`src/rtl/sub_seq_64_if.sv`:
```
// Operand/result bundle for the sequential subtractor.
// The master drives the operands and start; the slave returns status and results.
interface sub_seq_64_if #(
   parameter int WIDTH = 64
);
   logic             start;
   logic [WIDTH-1:0] a;
   logic [WIDTH-1:0] b;
   logic             bin;
   logic             busy;
   logic             done;
   logic [WIDTH-1:0] diff;
   logic             bout;
   logic             ovf;

   modport master (
      output start, a, b, bin,
      input  busy, done, diff, bout, ovf
   );

   modport slave (
      input  start, a, b, bin,
      output busy, done, diff, bout, ovf
   );
endinterface

```
`src/rtl/sub_seq_64.sv`:
```
// Ripple-borrow subtractor (diff = a - b - bin), one CHUNK-bit slice per clock.
// Define SUB_SEQ_OVF_EN to compute signed overflow; otherwise ovf is tied to 0.
module sub_seq_64 #(
   parameter int WIDTH = 64,
   parameter int CHUNK = 8
) (
   input  logic         clk,
   input  logic         rst,
   sub_seq_64_if.slave  bus
);
   localparam int N  = WIDTH / CHUNK;
   localparam int CW = (N > 1) ? $clog2(N) : 1;

   typedef enum logic {IDLE, RUN} state_t;

   state_t           state_q;
   logic [CW-1:0]    cnt_q;
   logic [WIDTH-1:0] a_q;
   logic [WIDTH-1:0] b_q;
   logic             borrow_q;
   logic [WIDTH-1:0] diff_q;
   logic             busy_q;
   logic             done_q;
   logic             bout_q;

   logic [CHUNK-1:0] a_sl [N];
   logic [CHUNK-1:0] b_sl [N];
   logic [CHUNK-1:0] a_cur;
   logic [CHUNK-1:0] b_cur;
   logic [CHUNK:0]   sum_d;
   logic             last_slice;

   for (genvar gi = 0; gi < N; gi++) begin : g_slice
      assign a_sl[gi] = a_q[gi*CHUNK +: CHUNK];
      assign b_sl[gi] = b_q[gi*CHUNK +: CHUNK];
   end

   assign a_cur      = a_sl[cnt_q];
   assign b_cur      = b_sl[cnt_q];
   // Subtraction as a + ~b + ~borrow; carry-out low means a borrow into the next slice.
   assign sum_d      = {1'b0, a_cur} + {1'b0, ~b_cur} + {{CHUNK{1'b0}}, ~borrow_q};
   assign last_slice = (cnt_q == CW'(N - 1));

`ifdef SUB_SEQ_OVF_EN
   logic ovf_q;
   logic ovf_d;

   assign ovf_d = (a_q[WIDTH-1] != b_q[WIDTH-1]) && (sum_d[CHUNK-1] != a_q[WIDTH-1]);
   assign bus.ovf = ovf_q;

   always_ff @(posedge clk) begin
      if (rst) begin
         ovf_q <= 1'b0;
      end else if (state_q == IDLE && bus.start) begin
         ovf_q <= 1'b0;
      end else if (state_q == RUN && last_slice) begin
         ovf_q <= ovf_d;
      end
   end
`else
   assign bus.ovf = 1'b0;
`endif

   always_ff @(posedge clk) begin
      if (rst) begin
         state_q  <= IDLE;
         cnt_q    <= '0;
         a_q      <= '0;
         b_q      <= '0;
         borrow_q <= 1'b0;
         diff_q   <= '0;
         busy_q   <= 1'b0;
         done_q   <= 1'b0;
         bout_q   <= 1'b0;
      end else begin
         case (state_q)
            IDLE: begin
               done_q <= 1'b0;
               if (bus.start) begin
                  state_q  <= RUN;
                  cnt_q    <= '0;
                  a_q      <= bus.a;
                  b_q      <= bus.b;
                  borrow_q <= bus.bin;
                  diff_q   <= '0;
                  bout_q   <= 1'b0;
                  busy_q   <= 1'b1;
               end
            end
            RUN: begin
               diff_q[cnt_q*CHUNK +: CHUNK] <= sum_d[CHUNK-1:0];
               borrow_q <= ~sum_d[CHUNK];
               if (last_slice) begin
                  state_q <= IDLE;
                  cnt_q   <= '0;
                  busy_q  <= 1'b0;
                  done_q  <= 1'b1;
                  bout_q  <= ~sum_d[CHUNK];
               end else begin
                  cnt_q <= cnt_q + CW'(1);
               end
            end
            default: state_q <= IDLE;
         endcase
      end
   end

   assign bus.busy = busy_q;
   assign bus.done = done_q;
   assign bus.diff = diff_q;
   assign bus.bout = bout_q;
endmodule

```
`src/flat_wrapper.sv`:
```
// flat-port wrapper written by rule: the top's interface ports become plain ports
module sub_seq_64_flat 
#(
   parameter int WIDTH = 64,
   parameter int CHUNK = 8
)
  (clk, rst, bus_start, bus_a, bus_b, bus_bin, bus_busy, bus_done, bus_diff, bus_bout, bus_ovf);
  sub_seq_64_if #(.WIDTH(WIDTH)) bus_i ();
  input  logic clk;
  input  logic rst;
  input wire logic [$bits(bus_i.start)-1:0] bus_start;
  input wire logic [$bits(bus_i.a)-1:0] bus_a;
  input wire logic [$bits(bus_i.b)-1:0] bus_b;
  input wire logic [$bits(bus_i.bin)-1:0] bus_bin;
  output wire logic [$bits(bus_i.busy)-1:0] bus_busy;
  output wire logic [$bits(bus_i.done)-1:0] bus_done;
  output wire logic [$bits(bus_i.diff)-1:0] bus_diff;
  output wire logic [$bits(bus_i.bout)-1:0] bus_bout;
  output wire logic [$bits(bus_i.ovf)-1:0] bus_ovf;
  assign bus_i.start = bus_start;
  assign bus_i.a = bus_a;
  assign bus_i.b = bus_b;
  assign bus_i.bin = bus_bin;
  assign bus_busy = bus_i.busy;
  assign bus_done = bus_i.done;
  assign bus_diff = bus_i.diff;
  assign bus_bout = bus_i.bout;
  assign bus_ovf = bus_i.ovf;
  sub_seq_64 #(.WIDTH(WIDTH), .CHUNK(CHUNK)) u_core (.clk(clk), .rst(rst), .bus(bus_i));
endmodule
```
`config.mk`:
```
export PLATFORM = sky130hd
export DESIGN_NAME = sub_seq_64_flat
export DESIGN_NICKNAME = d
export VERILOG_FILES = /design/src/rtl/sub_seq_64_if.sv /design/src/rtl/sub_seq_64.sv /design/src/flat_wrapper.sv
export SDC_FILE = /design/constraint.sdc
export NUM_CORES = 1
export LEC_CHECK = 0
export BUFFER_PORTS_ARGS = -buffer_cell sky130_fd_sc_hd__buf_2
export CAP_MARGIN = 20
export CELL_PAD_IN_SITES_DETAIL_PLACEMENT = 1
export CELL_PAD_IN_SITES_GLOBAL_PLACEMENT = 1
export CORE_MARGIN = 1
export CORE_UTILIZATION = 40
export DETAILED_ROUTE_END_ITERATION = 16
export GPL_TIMING_DRIVEN = 0
export PLACE_DENSITY = 0.78
export SLEW_MARGIN = 15
export SYNTH_ARGS = -nofsm -noshare
export SYNTH_HDL_FRONTEND = slang
export SYNTH_SLANG_ARGS = --single-unit
```
`constraint.sdc`:
```
create_clock -name clk -period 4.2 [get_ports clk]
set_input_delay 0.21 -clock clk [delete_from_list [all_inputs] [get_ports clk]]
set_output_delay 0.21 -clock clk [all_outputs]
set_load 0.03 [all_outputs]
```
==> key figures, run 1 <==
Die
  • IO Count: 200
  • Die Y: 146.9 microns
  • Die Footprint: about 0.022 sq mm
  • Initial core utilization: 0.4111
  • Die Wd: roughly 150 microns
  • Row cnt: 52
  • Core area: 0.02043 sq mm

Logic synthesis
  • Avg Cell Area, Syn: 8.543 sq um
  • Yosys warns: 0
  • Cell Area, Synth: ~0.0084 sq mm
  • Cells after Synth: approximately 1000
  • Register area share after synthesis: 0.4768
  • Post-synth EDFFs: 0
  • Synth unique cells: between 40 and 50
  • Main synth FF type: dfxtp_1
  • Asr flop ratio synth: 0
  • Yosys reg bits: 200
  • Post-Syn Nets: 1128

Timing
  • Worst slew margin: 0.2879
  • F_max: 264.4 MHz
  • Slew Limit Fails: 0
  • Worst-Margin Slew: between 1 and 1.5 ns
  • Clock skew: 0.01324 ns
  • Final Hold Vio Count: 0
  • RSZ-0062 raised after global routing: false
  • Fin crit share: 0.9005
  • Final setup vio count: 0
  • Crit path time final: about 3.8 ns
  • Total negative slack: 0 ns

Status
  • Status: finished, final reports clean

Critical path
  • Worst r2r src: u_core.cnt_q[0]
  • FF-to-FF setup slack: approximately 0.42 ns
  • Critical path class: reg -> reg
  • Critical path arrival: about 4.1 ns
  • Reg2reg end: u_core.borrow_q
  • Worst-path fanout max: 10
  • Worst path required time: roughly 4.5 ns
  • Critical path capture point type: register
  • Startpoint Class: register
  • Register-to-Register Path Depth: 12

Placed design
  • Gpl congestion: 0.8354
  • IO buf count: roughly 200
  • Post-Place Cells: 1449
  • Post-DP HPWL: about 20000 microns

Routing
  • DR vias: 7915
  • Wire length per cell: around 18 microns
  • First-pass DRT Iterations: 4
  • First DRT Iteration DRCs: roughly 340
  • DRC: 0
  • Final wirelength: between 20000 and 30000 microns
  • Final ANT Viol Nets: 0
  • Vias per cell: 5.252

Flow run
  • Max-cap violations: 0

Worst hold path
  • Hold endpoint: u_core.b_q[43]
  • Hold crit path type: in -> reg
  • Worst Hold Launch: bus_b[43]
  • Hold Path Depth: 3

Global routing
  • Largest net degree at the start of global routing: 19
  • Initial antenna violation count: 2
  • First-pass GRT wire length: between 40000 and 50000 microns
  • Global Route Usage Sum: 0.2607
  • Vias in the first global route: approximately 8000
  • Grt ovf: 0

CTS
  • Clock latency at the later pin of the worst-skew pair: 0.44 ns
  • Num CTS Buffers: 17
  • CTS H-tree depth: 4
  • CTS max path bufs: 2
  • Worst-path clk slew: roughly 0.08 ns
  • Clock root cell: clkbuf_16
  • CTS tree: done
  • Clock sink count: 200
  • Post-CTS Resized: 0

Power and ir drop
  • VDD IR max: between 0.0002 and 0.0003 V
  • Total Power: 4.296 mW
  • Pwr Density: a little over 400 mW/mm^2
  • Leakage: between 4 and 5 nW

Layout
  • Ratio of cells with drive above 1 in the final layout: 0.2372
  • Area delta synth->final: 25.55%
  • Final non-filler cell total: ~1500
  • Final #Nets: ~1400
## layout make-up
type	count	area (sq um)
sequential	200	4004
clock inverter	14	142.6
tap	270	337.8
antenna	2	5.005
inverter	5	18.77
multi-input combinational	697	4013
clock buffer	18	439.2
buffer	81	362.8
timing repair buffer	220	1221
fill	2542	9886
## where the power goes
part	leakage (nW)	internal (mW)	total (mW)	switching (mW)
Sequential	1.63	1.97	2.02	0.0461
Clock	0.268	0.850	1.64	0.789
Combinational	2.43	0.243	0.636	0.393
Total	4.33	3.07	4.30	1.23
## critical path, cell delays in order (launching register included)
cell       delay [ns]
dfxtp_1          0.34
buf_4            0.20
buf_2            0.35
mux4_2           0.57
nand2_1          0.10
nand2_1          0.09
fa_1             0.44
fa_1             0.42
a21o_1           0.21
a221oi_2         0.32
nor2b_1          0.12
o211a_1          0.23
a2111oi_2        0.28
## cell usage in the layout (no fill, tap or decap), types with 11 or more instances in the layout
cell type,Yosys,final
a21oi_1,141,141
a31oi_1,24,24
a32o_1,13,13
buf_2,20,216
clkbuf_1,52,52
clkbuf_16,0,17
dfxtp_1,200,200
dlygate4sd3_1,0,24
ha_1,11,11
mux4_2,32,32
nand2_1,294,294
nand3_1,31,31
nor2_1,58,58
o21ai_0,19,19
## synthesized netlist by cell type (all sizes together), types with 2 or more instances
cell      n  area [sq um]
mux2i     8         80.08
or3       6         37.54
nand2b    9         56.30
mux4     32         720.7
inv       5         18.76
nor2     59         229.0
dfxtp   200          4004
buf      29         167.7
xnor2     5         43.79
a21oi   141         705.7
clkbuf   52         195.2
nand3    32         165.2
a22o      3         26.28
nor3b     5         37.54
nand4b    2         17.52
a32o     13         130.1
ha       11         137.6
nand2   294          1104
o21a      2         15.01
o21ai    19         95.09
nor3      7         35.03
a31oi    24         150.1
fa        2         40.04
a21o      3         22.52
nor2b     3         18.77
## timing repair
| item | 4_1_cts | 5_1_grt |
|---|---|---|
| hold endpoints to repair | 24 | 0 |
| hold buffers | 24 | 0 |
| setup buffers | 0 | 0 |
## cell families after synthesis
logic type	after synthesis	synth area share
AND/OR/NAND/NOR	425	0.2096
multiplexers	40	0.09535
buffers and inverters	86	0.04544
other	1	0.0004465
XOR/XNOR	5	0.005214
adder cells (fa/ha/maj)	13	0.02116
AO/OA/AOI/OAI	213	0.1460
flip-flops	200	0.4768
## routing by layer
layer,vias to the layer above,GRT usage,wire (microns)
met1,3811,0.3342,12120
li1,3837,-,-
met5,-,0,0
met3,43,0.04658,1412
met2,224,0.4391,13310
met4,0,0.09588,694
## flip-flops by register name, indices dropped and copies added, names as in the netlist
signal / cells
u_core.state_q: 1
u_core.bus.done: 1
u_core.bus.diff: 64
u_core.borrow_q: 1
u_core.cnt_q: 3
u_core.b_q: 64
u_core.bus.bout: 1
u_core.bus.busy: 1
u_core.a_q: 64
## worst max path at each step
stage | startpoint | to | slack, ns | cells after the start
after global routing | u_core.cnt_q[0] | u_core.bus.diff[62] | 0.21 | 12
final | u_core.cnt_q[0] | u_core.borrow_q | 0.42 | 12
after detailed placement | u_core.cnt_q[0] | u_core.borrow_q | 0.44 | 12
after CTS | u_core.cnt_q[0] | u_core.borrow_q | 0.42 | 12
after floorplan | u_core.cnt_q[0] | u_core.borrow_q | 0.88 | 12
after global placement | u_core.cnt_q[0] | u_core.borrow_q | 0.48 | 12
## stage by stage
step                      hold slack, ns  worst slack (ns)  area, sq um  utilization
after floorplan                   0.3460            0.8758         8398            -
after global placement            0.4393            0.4753         9717       0.4756
after detailed placement          0.4460            0.4428         9717       0.4756
after CTS                      0.0006143            0.4233        10540       0.5159
after global routing            0.001751            0.2095        10540       0.5161
final                            0.01243            0.4179        10540       0.5161
No activity file was read; power rests on OpenSTA's default activity.
==> inputs of run 2 (changes only) <==
--- a/config.mk
+++ b/config.mk
@@ -10,10 +10,11 @@
 export CELL_PAD_IN_SITES_DETAIL_PLACEMENT = 1
 export CELL_PAD_IN_SITES_GLOBAL_PLACEMENT = 1
 export CORE_MARGIN = 1
-export CORE_UTILIZATION = 40
+export CORE_UTILIZATION = 35
 export DETAILED_ROUTE_END_ITERATION = 16
 export GPL_TIMING_DRIVEN = 0
-export PLACE_DENSITY = 0.78
+export PLACE_DENSITY = 0.7
+export SKIP_LAST_GASP = 1
 export SLEW_MARGIN = 15
 export SYNTH_ARGS = -nofsm -noshare
 export SYNTH_HDL_FRONTEND = slang
==> key figures, run 2 (same netlist as run 1, synthesis figures left out) <==
Layout
  • Most common cell after layout, fill and taps aside: nand2_1
  • Ratio of cells with drive above 1 in the final layout: 0.2406 (+0.003311)
  • # fillers: 2864 (+13%)
  • Core Util, Final: 0.4452 (-0.07090)
  • Area delta synth->final: 24.43%
  • Most frequent cells in the layout: nand2_1 (294), buf_2 (216), dfxtp_1 (200)
  • Final #Nets: 1350 (-1.2%)
  • N_diodes: 0 (-2)
  • Fin area: 0.01045 sq mm (-0.89%)
  • Final non-filler cell total: 1537 (+2.0%)

Global routing
  • Initial antenna violation count: 0 (-2)
  • First-pass GRT wire length: 42280 microns (-2.3%)
  • Largest net degree at the start of global routing: 19 (unchanged)
  • Grt ovf: 0 (unchanged)
  • Vias in the first global route: 7608 (-6.8%)
  • Global Route Usage Sum: 0.2276 (-0.03316)

Die
  • Die Wd: 156.9 microns (+6.8%)
  • Core area: 0.02347 sq mm (+15%)
  • Die Y: 156.9 microns (+6.8%)
  • Row cnt: 56 (+7.7%)
  • Die Footprint: 0.02462 sq mm (+14%)
  • IO Count: 200 (unchanged)
  • Initial core utilization: 0.3578 (-0.05329)

Routing
  • Final ANT Viol Nets: 0 (unchanged)
  • First DRT Iteration DRCs: 384 (+15%)
  • First-pass DRT Iterations: 4 (unchanged)
  • Final wirelength: 26960 microns (-2.1%)
  • DR vias: 7668 (-3.1%)
  • Vias per cell: 4.989 (-5.0%)
  • DRC: 0 (unchanged)
  • Wire length per cell: 17.54 microns (-4.0%)

Power and ir drop
  • Sequential share of power: 0.469 (about the same)
  • Net Switching: 1.212 mW (-1.3%)
  • Pwr Density: 412.1 mW/mm^2 (+1.2%)
  • Cell Int Power: 3.094 mW (+0.86%)
  • Total Power: 4.307 mW (+0.25%)
  • Sw Share: 0.2815 (-0.004294)
  • Clk pwr share: 0.387 (+0.005)
  • Logic pwr share: 0.144 (-0.004)
  • VDD IR max: 0.0001974 V (-31%)
  • Leakage: 4.279 nW (-1.2%)

Critical path
  • CP peak stage delay: 0.59 ns (+0.02 ns)
  • Critical path class: reg -> reg
  • CP cell instances: buf_4, buf_2, mux4_2, nand2_1, nand2_1, fa_1, fa_1, a21o_1, a221oi_2, nor2b_1, o211a_1, a2111oi_2
  • Worst path required time: 4.52 ns (-0.02 ns)
  • CP max stage cell: mux4_2
  • Startpoint Class: register
  • Critical path arrival: 4.13 ns (about the same)
  • Worst-path fanout max: 10 (unchanged)
  • Critical path capture point type: register

CTS
  • Post-CTS Resized: 0 (unchanged)
  • Num CTS Buffers: 17 (unchanged)
  • Clock root cell: clkbuf_16
  • Clock latency at the later pin of the worst-skew pair: 0.44 ns (about the same)
  • Worst-path clk slew: 0.08 ns (about the same)
  • CTS tree: done
  • Clock sink count: 200 (unchanged)
  • CTS H-tree depth: 4 (unchanged)
  • CTS max path bufs: 2 (unchanged)

Timing
  • Fin crit share: 0.9057 (+0.005191)
  • Final setup vio count: 0 (unchanged)
  • Crit path time final: 3.804 ns (+0.02180 ns)
  • F_max: 262.9 MHz (-0.57%)
  • Clock skew: 0.01283 ns (-0.0004102 ns)
  • Final Hold Vio Count: 0 (unchanged)
  • Worst-Margin Slew: 0.8145 ns (-0.2460 ns)
  • Total negative slack: 0 ns (unchanged)
  • Slew Limit Fails: 0 (unchanged)
  • Worst slew margin: 0.4531 (+0.1652)
  • RSZ-0062 raised after global routing: false

Placed design
  • Post-DP HPWL: 20590 microns (+1.3%)
  • Post-Place Cells: 1498 (+3.4%)
  • Placed cell area: 0.009778 sq mm (+0.63%)
  • IO buf count: 196 (unchanged)
  • Gpl congestion: 0.8184 (-2.0%)

Status
  • Status: finished, final reports clean

Worst hold path
  • Hold crit path type: in -> reg

Flow run
  • Max-cap violations: 0 (unchanged)
[run 2: cell types whose count changed in the layout (fill, tap and decap cells not counted), moves of 2 or more]
cell,before,now
dlygate4sd3_1,24,7
clkinvlp_4,6,3
clkbuf_8,1,3
diode_2,2,0
inv_6,0,2
inv_8,4,2
[run 2: routing by layer]
layer	vias to the layer above	global-route usage	wire, microns
met5	-	0	0
met4	0	0.05462	230
met3	16	0.03662	1199
met2	176	0.3846	13000
met1	3673	0.3026	12530
li1	3803	-	-
[run 2: final timing paths]
kind | from | end | slack, ns | cells past startpoint
min | bus_b[44] | u_core.b_q[44] | 0.009 | 3
max | u_core.cnt_q[0] | u_core.borrow_q | 0.40 | 12
min reg2reg | u_core.b_q[14] | u_core.b_q[14] | 0.45 | 2
max reg2reg | u_core.cnt_q[0] | u_core.borrow_q | 0.40 | 12
[run 2: final cells by class]
class,count,area [sq um],area share
tap,319,399.1,0.03819
buffer,81,362.8,0.03472
sequential,200,4004,0.3831
multi-input combinational,697,4013,0.3840
clock buffer,20,466.7,0.04466
clock inverter,12,135.1,0.01293
inverter,5,18.77,0.001796
timing repair buffer,203,1051,0.1006
[run 2: worst max-delay path: cells and delay by family, from the launching register on]
family	cells	cell delay, ns
flops	1	0.35
fa+ha+maj	2	0.86
buf+inv	2	0.56
simple gates	3	0.32
compound gates	4	1.02
mux	1	0.59
[run 2: power groups by stage]
stage                     combinational, mW  sequential (mW)  clock, mW
after CTS                             0.630             2.02       1.70
after detailed placement              0.620             2.06          0
after global routing                  0.692             2.03       1.77
final                                 0.622             2.02       1.67
after global placement                0.609             2.06          0
after floorplan                       0.377             2.06          0
[run 2: metrics by stage]
stage / worst slack (ns) / hold slack (ns)
2_1_floorplan: 0.8758 / 0.3460
3_3_place_gp: 0.4123 / 0.4391
3_5_place_dp: 0.4241 / 0.4449
4_1_cts: 0.3760 / 0.0002793
5_1_grt: 0.1333 / 0.007336
6_report: 0.3961 / 0.008877
[run 2: what timing repair did]
action                    4_1_cts  5_1_grt
buffers inserted                0        0
hold buffers                    7        0
hold endpoints to repair        7        0
